`src/rtl/jk_pkg.sv`:
```
// Shared types for the jkff command sequencer: op encoding, FSM states and
// the reference next-state function of a JK flip-flop.
package jk_pkg;

  // Op encoding maps straight onto the flip-flop inputs: j = op[1], k = op[0].
  typedef enum logic [1:0] {
    HOLD = 2'b00,
    RST  = 2'b01,
    SET  = 2'b10,
    TGL  = 2'b11
  } jk_op_e;

  typedef enum logic {
    IDLE  = 1'b0,
    DRIVE = 1'b1
  } jk_state_e;

  localparam int OP_W = 2;

  // Value a JK flip-flop holds after one clock with inputs {j,k} = op.
  function automatic logic jk_next(input logic q, input jk_op_e op);
    logic nq;
    case (op)
      SET:     nq = 1'b1;
      RST:     nq = 1'b0;
      TGL:     nq = ~q;
      default: nq = q;
    endcase
    return nq;
  endfunction

endpackage

```
`src/rtl/jk_cmd_fifo.sv`:
```
// Small show-ahead command FIFO. The head entry is visible combinationally
// whenever the FIFO is non-empty. Pointers carry one extra wrap bit so that
// full and empty fall out of pointer comparison alone.
module jk_cmd_fifo #(
  parameter int DEPTH = 4,
  parameter int W     = 6
) (
  input  logic         clk,
  input  logic         rst,
  input  logic         push_i,
  input  logic [W-1:0] din_i,
  input  logic         pop_i,
  output logic [W-1:0] head_o,
  output logic         full_o,
  output logic         empty_o
);

  localparam int AW = $clog2(DEPTH);

  logic [W-1:0] mem [DEPTH];
  logic [AW:0]  wr_ptr_q, wr_ptr_d;
  logic [AW:0]  rd_ptr_q, rd_ptr_d;
  logic         push_ok;
  logic         pop_ok;

  // Same index with different wrap bits means the writer is a full lap ahead.
  assign empty_o = (wr_ptr_q == rd_ptr_q);
  assign full_o  = (wr_ptr_q[AW] != rd_ptr_q[AW]) &&
                   (wr_ptr_q[AW-1:0] == rd_ptr_q[AW-1:0]);

  // A push is refused when full even if a pop frees a slot this same cycle.
  assign push_ok = push_i && !full_o;
  assign pop_ok  = pop_i && !empty_o;

  assign head_o = mem[rd_ptr_q[AW-1:0]];

  // Pointer advance.
  always_comb begin
    wr_ptr_d = wr_ptr_q;
    rd_ptr_d = rd_ptr_q;
    if (push_ok) wr_ptr_d = wr_ptr_q + 1'b1;
    if (pop_ok)  rd_ptr_d = rd_ptr_q + 1'b1;
  end

  // Pointer registers; reset flushes the FIFO.
  always_ff @(posedge clk) begin
    if (rst) begin
      wr_ptr_q <= '0;
      rd_ptr_q <= '0;
    end else begin
      wr_ptr_q <= wr_ptr_d;
      rd_ptr_q <= rd_ptr_d;
    end
  end

  // Storage write; contents need no reset since the pointers gate visibility.
  always_ff @(posedge clk) begin
    if (push_ok) mem[wr_ptr_q[AW-1:0]] <= din_i;
  end

endmodule

```
`src/rtl/jk_cmd_seq.sv`:
```
// Command sequencer driving a JK flip-flop. Commands (op + repeat count) are
// buffered in a FIFO and each is applied to registered j/k for rpt+1 cycles,
// back to back with no bubble. Defining JKSEQ_CHECK_EN adds a shadow model
// of the flip-flop that flags (stickily) any mismatch on the returned q.
module jk_cmd_seq
  import jk_pkg::*;
#(
  parameter int DEPTH = 4,
  parameter int RPT_W = 4
) (
  input  logic             clk,
  input  logic             rst,
  input  logic             cmd_valid,
  output logic             cmd_ready,
  input  logic [1:0]       cmd_op,
  input  logic [RPT_W-1:0] cmd_rpt,
  output logic             j,
  output logic             k,
  input  logic             q_in,
  output logic             idle,
  output logic             cmd_done,
  output logic             q_err
);

  localparam int CW = OP_W + RPT_W;

  jk_state_e        state_q, state_d;
  jk_op_e           jk_q, jk_d;
  logic [RPT_W-1:0] rpt_q, rpt_d;
  logic             pop;
  logic             done_w;

  logic [CW-1:0]    head;
  logic             full;
  logic             empty;
  jk_op_e           head_op;
  logic [RPT_W-1:0] head_rpt;

  jk_cmd_fifo #(
    .DEPTH (DEPTH),
    .W     (CW)
  ) u_fifo (
    .clk     (clk),
    .rst     (rst),
    .push_i  (cmd_valid),
    .din_i   ({cmd_op, cmd_rpt}),
    .pop_i   (pop),
    .head_o  (head),
    .full_o  (full),
    .empty_o (empty)
  );

  assign head_op  = jk_op_e'(head[CW-1 -: OP_W]);
  assign head_rpt = head[RPT_W-1:0];

  assign cmd_ready = !full;
  assign idle      = empty && (state_q == IDLE);
  assign cmd_done  = done_w;
  assign j         = jk_q[1];
  assign k         = jk_q[0];

  // Next-state logic: load from the FIFO head, count down, chain commands.
  always_comb begin
    state_d = state_q;
    jk_d    = jk_q;
    rpt_d   = rpt_q;
    pop     = 1'b0;
    done_w  = 1'b0;
    case (state_q)
      IDLE: begin
        if (!empty) begin
          pop     = 1'b1;
          jk_d    = head_op;
          rpt_d   = head_rpt;
          state_d = DRIVE;
        end else begin
          jk_d = HOLD;
        end
      end
      DRIVE: begin
        if (rpt_q != '0) begin
          rpt_d = rpt_q - RPT_W'(1);
        end else begin
          // Last cycle of this command is on j/k right now.
          done_w = 1'b1;
          if (!empty) begin
            pop   = 1'b1;
            jk_d  = head_op;
            rpt_d = head_rpt;
          end else begin
            jk_d    = HOLD;
            state_d = IDLE;
          end
        end
      end
      default: begin
        jk_d    = HOLD;
        state_d = IDLE;
      end
    endcase
  end

  // Sequencer registers; reset aborts any command in flight.
  always_ff @(posedge clk) begin
    if (rst) begin
      state_q <= IDLE;
      jk_q    <= HOLD;
      rpt_q   <= '0;
    end else begin
      state_q <= state_d;
      jk_q    <= jk_d;
      rpt_q   <= rpt_d;
    end
  end

`ifdef JKSEQ_CHECK_EN
  logic exp_q, exp_d;
  logic known_q, known_d;
  logic q_err_q, q_err_d;

  // Shadow model tracks the flip-flop from the same registered j/k it sees;
  // the comparison is written so an unknown q_in lands in the mismatch arm.
  always_comb begin
    exp_d   = jk_next(exp_q, jk_q);
    known_d = known_q || (jk_q == SET) || (jk_q == RST);
    q_err_d = q_err_q;
    if (known_q) begin
      if (q_in == exp_q) q_err_d = q_err_q;
      else               q_err_d = 1'b1;
    end
  end

  // Model and sticky error registers.
  always_ff @(posedge clk) begin
    if (rst) begin
      exp_q   <= 1'b0;
      known_q <= 1'b0;
      q_err_q <= 1'b0;
    end else begin
      exp_q   <= exp_d;
      known_q <= known_d;
      q_err_q <= q_err_d;
    end
  end

  assign q_err = q_err_q;
`else
  logic unused_q_in;
  assign unused_q_in = q_in;
  assign q_err       = 1'b0;
`endif

endmodule
```
`config.mk`:
```
export PLATFORM = sky130hd
export DESIGN_NAME = jk_cmd_seq
export DESIGN_NICKNAME = d
export VERILOG_FILES = /design/src/rtl/jk_pkg.sv /design/src/rtl/jk_cmd_fifo.sv /design/src/rtl/jk_cmd_seq.sv
export SDC_FILE = /design/constraint.sdc
export NUM_CORES = 1
export LEC_CHECK = 0
export ABC_AREA = 1
export ABC_CLOCK_PERIOD_IN_PS = 2200
export BUFFER_PORTS_ARGS = -buffer_cell sky130_fd_sc_hd__buf_2
export CAP_MARGIN = 20
export CORE_UTILIZATION = 40
export CTS_BUF_LIST = sky130_fd_sc_hd__clkbuf_2
export CTS_CLUSTER_SIZE = 16
export DETAILED_ROUTE_END_ITERATION = 16
export PLACE_DENSITY_LB_ADDON = 0.12
export SLEW_MARGIN = 20
export SYNTH_ARGS = -nofsm -noshare
export SYNTH_HDL_FRONTEND = slang
export SYNTH_SLANG_ARGS = --single-unit
```
`constraint.sdc`:
```
create_clock -name clk -period 2.2 [get_ports clk]
set_clock_uncertainty 0.2 [all_clocks]
set_input_delay 0.55 -clock clk [delete_from_list [all_inputs] [get_ports clk]]
set_output_delay 0.55 -clock clk [all_outputs]
set_load 0.05 [all_outputs]
```
Yosys cells after proc, flatten, opt, wreduce, memory -nomap -nowiden --
Memories as Yosys holds them, arrays and structs flattened. A register that Yosys moved wholly into a read port is not among the register bits. Index checks and enable logic that the tools add are counted.
Storage, ports and cells: register bits after elaboration 13, bits in latches 0, RAM bits 24, memory bits (read-only) 0, input port bits 10, output and inout port bits 6, logic and storage cells 38, memories 1
Memories:
- u_fifo.mem | words 4, width 6, read ports 1, clocked after memory_dff 1, wr ports 1, RTL line jk_cmd_fifo.sv:20 | logic [W-1:0] mem [DEPTH];
Cells by class: $add $sub $neg 3, $mul 0, div/mod/pow operators 0, order comparisons 0, equality and inequality tests 4, shifts and indexed selects 0, multiplexer cells 17, bitwise logic cells 1, reductions and logical operators 7
Operators by type and width (number):
- 2-to-1 mux 2 bit | 4
- 2-to-1 mux 4 bit | 2
- case mux 4 bit (2 select lines) | 1
- 2-to-1 mux 1 bit | 7
- adder 3 x 1 -> 3 bit, second input constant | 2
- logical AND 1 bit | 4
- case mux 1 bit (2 select lines) | 2
- case mux 2 bit (2 select lines) | 1
- nonzero test 4 bit | 1
- subtractor 4 x 1 -> 4 bit, second input constant | 1
- equality test 3 bit | 1
- equality test 2 bit | 1
- zero test 1 bit | 2
- != test 2 bit, second input constant | 1
- != test 1 bit | 1
- inverter 1 bit | 1

Depth between registers and ports, before layout --
depth in word-level cells 7, mapped depth 9, mapped depth without buffers 9

Modules after synthesis --
A second synthesis with hierarchy kept.
Second synthesis, totals: cell total of the unflattened synthesis 205, area total of the unflattened synthesis 1853.0 sq um
By module, submodules not included:
- jk_cmd_fifo | instances 1, cells each 134, area each 1387.6 sq um, sequential area each 880.8 sq um
- jk_cmd_seq | instances 1, cells each 71, area each 465.4 sq um, sequential area each 140.1 sq um

Worst setup path before layout --
OpenSTA, ideal clock, no wires.
path type register -> output, start point register u_fifo.wr_ptr_q[2], end point output port idle, arrival time 1.353 ns, required time 1.450 ns, setup slack 0.097 ns, stages on the path, launching flop included 5, buffers on the path 0, cell sequence dfxtp_1 -> nand2_1 -> nand2_4 -> nand3_4 -> nor2_1
On the way: longest elaborated chain between the ends 2
RTL lines:
- from (decl) | RTL line jk_cmd_fifo.sv:21 | logic [AW:0] wr_ptr_q, wr_ptr_d;
- from (signal assigned) | RTL line jk_cmd_fifo.sv:51 | wr_ptr_q <= wr_ptr_d;
- equality test 3 bit | RTL line jk_cmd_fifo.sv:27 | assign empty_o = (wr_ptr_q == rd_ptr_q);
- logical AND 1 bit | RTL line jk_cmd_seq.sv:57 | assign idle = empty && (state_q == IDLE);
- to (decl) | RTL line jk_cmd_seq.sv:20 | output logic idle,
Every way passes these cells.

Worst setup path after layout --
start point register u_fifo.wr_ptr_q[0], end point output port idle
Same word-level chain as after synthesis.

==> results.txt <==
In this run the most critical hold path is launched from rst. The most used flip-flop cell after synthesis is sky130_fd_sc_hd__edfxtp_1. The worst setup path is of the register to output pin kind.

The element type at the critical path end is an output pin. TritonCTS created 5 clock buffers. The startpoint identified for the worst register-to-register timing path is u_fifo.wr_ptr_q[1]. The via count of the routed design came out at 1,334. In the final timing run, aggregate negative setup slack is 0 ns.

The shortest period the worst path allows came out at roughly 2.1 ns. The worst setup slack after placement is between 0.2 and 0.25 ns. The depth of the worst hold-timing path came out at 2.

The mapped netlist covers 0.001881 mm2. The clock passes through at most 2 buffers. The share of flip-flops with an asynchronous set or reset after synthesis came out at 0.

Measured against its own limit, the worst slew margin works out to 0.5834. The highest achievable clock rate is 475.9 MHz. The flow ran to the end, but the final reports show violations. For the worst setup path, the data arrival time is 1.35 ns. The number of nets with antenna violations after routing came out at 0. The number of register bits inferred by synthesis came out at 39. The multi-input combinational cells in the finished layout cover a total of 730.7 um2. The cell area after layout is ~0.0022 mm2. The clock transition at the registers of the reported paths came out at 0.20 ns. The average size of a mapped cell came out at around 9.0 um2. At the worst endpoint, the required time is between 1 and 1.5 ns. Of all nets on the critical path, the largest fanout is 5. The first global-routing pass estimated roughly 6200 um of wire.

The fraction of post-synthesis cell area in the top cell type by area is 0.3832. The number of max-slew violations in the final report came out at 0. The average routed wire per standard cell is 11.99 um. The dominant cell by count in the synthesized netlist is sky130_fd_sc_hd__nand2_1. By count the netlist is led by sky130_fd_sc_hd__nand2_1, sky130_fd_sc_hd__inv_1, sky130_fd_sc_hd__edfxtp_1. The number of maximum-capacitance violations is 0. The distinct cell type count of the synthesized netlist came out at 28. The worst flop-to-flop path endpoint is u_fifo.mem[0][1]. Across every metal layer, demand over resource in global routing totals 0.1639. The die extent in y came out at 70.57 um. The number of antenna violations at the first check in global routing was 0.

The clock drives 39 sinks. The die extent in x is 70.57 um. From synthesis to final layout, the design area changed by 17.23%. Summed over all nets, the half-perimeter wirelength after detailed placement is approximately 2400 um.

The number of failing hold endpoints at the final stage came out at 0. Counting the fill cells in the layout gives 423. The nature of the critical path startpoint is a register. The worst setup slack for register-to-register paths came out at 0.33 ns. The CTS H-tree depth is 2.

The via count of the first global-routing pass came to 1,279. Once placement finished, the instance area stood at 0.002001 mm2. The effective utilization at floorplan is 0.4231. The number of buffers inserted by port buffering is 13.

The sequential fraction of the synthesis area came out at 0.5429. The final net count came out at 248. For hold timing, the worst endpoint is u_fifo.wr_ptr_q[2]. The final reports fail on design-rule violations.

The number of iterations in the first detailed-routing pass came out at 10. The register area is about 0.0010 mm2. The sum of routed wire length over all layers is 3418 um. The core region is 0.004444 mm2. The I/O pin total came out at 16. The routability congestion estimate is 0.7270. The worst-case reg-to-reg path depth is 7. The count of unresolved DRC violations after routing came out at 3. The number of antenna diodes in the final layout is 0.

TritonCTS built the clock tree. The slack of the critical path is 0.09862 ns. The count of flip-flops with a built-in enable after synthesis is 24. The synthesized instance count is 208. After detailed routing, the number of vias per cell comes to 4.681. The share of post-route cells with drive strength above 1 came out at 0.2833. The root cell of the clock tree is sky130_fd_sc_hd__clkbuf_2.

The slew at the pin with the worst max-slew slack is between 0.6 and 0.7 ns. The pin count of the biggest net entering global routing is 14. The clock insertion delay at the later pin of the skew report is about 0.38 ns. The worst hold path belongs to the class input port to register. The synthesis warning total came out at 0.

The standby leakage power came out at between 1 and 1.5 nW. By area the synthesized netlist is led by sky130_fd_sc_hd__edfxtp_1, sky130_fd_sc_hd__dfxtp_1, sky130_fd_sc_hd__nand2_1. sky130_fd_sc_hd__edfxtp_1 takes more of the synthesized area than any other cell. The floorplan step defined a die boundary enclosing 0.004979 mm2. The number of rows created at floorplan is 24. The power density normalized to cell area is approximately 1200 mW/mm2. The highest ir drop seen on vdd is around 0.55 mV. Dividing the final minimum period by the clock period gives 0.9552.

The net count after synthesis is between 200 and 250. For this block, the initial DRC count from the detailed router was 50. The final setup violation count is 0.

Global routing finished with a remaining overflow of 0. The number of hold buffers added after CTS is 0.
-- layer usage --
metal	wire length, um	GRT usage	up-vias
met3	129	0.04274	5
met2	1653	0.2632	23
met4	38	0.05333	0
met1	1597	0.2183	599
li1	-	-	707
met5	0	0	-
-- what timing repair did --
| action | in CTS | in global routing |
|---|---|---|
| setup endpoints to repair | 3 | 3 |
| endpoints found under the hold margin | 0 | 0 |
| pin swaps | 2 | 2 |
| buffers inserted | 3 | 3 |
| resized for setup | 20 | 15 |
-- critical path: stages (launching register included) --
cell	delay (ns)
sky130_fd_sc_hd__dfxtp_4	0.41
sky130_fd_sc_hd__inv_4	0.08
sky130_fd_sc_hd__nand2_1	0.06
sky130_fd_sc_hd__nand2_2	0.07
sky130_fd_sc_hd__nand3_4	0.10
sky130_fd_sc_hd__nor2_4	0.09
sky130_fd_sc_hd__buf_6	0.16
-- state kept, by name (all words and copies together) (netlist names), named ones only --
| register | count |
|---|---|
| jk_q | 2 |
| u_fifo.wr_ptr_q | 3 |
| u_fifo.mem | 24 |
| state_q | 1 |
| rpt_q | 4 |
| u_fifo.rd_ptr_q | 3 |
-- cell usage in the layout, fill, tap and decap left out, drive strengths merged, types with 2 or more instances in the layout --
cell type and count:
buf 20, edfxtp 24, nand2 54, nor2 24
o21ai 10, a21oi 4, clkinv 2, o22ai 2
dfxtp 15, ha 6, nand3 18, inv 39
nand4 3, clkbuf 5, xor2 2
-- worst max path at each step --
| stage | slack (ns) | from | endpoint | depth (start not counted) |
|---|---|---|---|---|
| after global routing | -0.001 | u_fifo.wr_ptr_q[0] | idle | 6 |
| after CTS | 0.002 | rpt_q[0] | cmd_done | 5 |
| after floorplan | 0.1 | u_fifo.wr_ptr_q[2] | idle | 4 |
| after detailed placement | 0.23 | u_fifo.wr_ptr_q[0] | u_fifo.mem[0][1] | 7 |
| final | 0.1 | u_fifo.wr_ptr_q[0] | idle | 6 |
| after global placement | 0.23 | u_fifo.wr_ptr_q[0] | u_fifo.mem[0][1] | 7 |
-- area by class of cell --
class / count / area share
Sequential cell: 39 / 0.4745
Multi-Input combinational cell: 127 / 0.3314
Inverter: 39 / 0.06981
Timing Repair Buffer: 20 / 0.06356
Tap cell: 52 / 0.02951
Clock inverter: 3 / 0.01986
Clock buffer: 5 / 0.01135
-- through the flow --
| stage | power (mW) | hold WS, ns | utilization | instances |
|---|---|---|---|---|
| floorplan | 1.791 | 0.2740 | - | 208 |
| global placement | 2.017 | 0.2521 | 0.4502 | 271 |
| detailed placement | 2.022 | 0.2562 | 0.4502 | 271 |
| CTS | 2.536 | 0.1255 | 0.4803 | 282 |
| global route | 2.821 | 0.1166 | 0.4961 | 285 |
| finish | 2.591 | 0.1468 | 0.4961 | 285 |
-- where the power goes --
group          total (mW)  switching (mW)  internal (mW)
combinational        1.15           0.739          0.414
clock               0.433           0.240          0.193
sequential           1.01          0.0957          0.910
-- kinds of logic (layout without fill, tap and decap cells) --
family | Yosys count | after routing | share of synthesized area
XOR/XNOR | 2 | 2 | 0.009316
adder cells (fa/ha/maj) | 6 | 6 | 0.03992
flip-flops | 39 | 39 | 0.5429
other | 1 | 1 | 0.001994
AND/OR/NAND/NOR | 101 | 101 | 0.2661
buffers and inverters | 42 | 67 | 0.08850
AO/OA/AOI/OAI | 17 | 17 | 0.05123
Note: power is estimated with default switching activity, not from simulation.
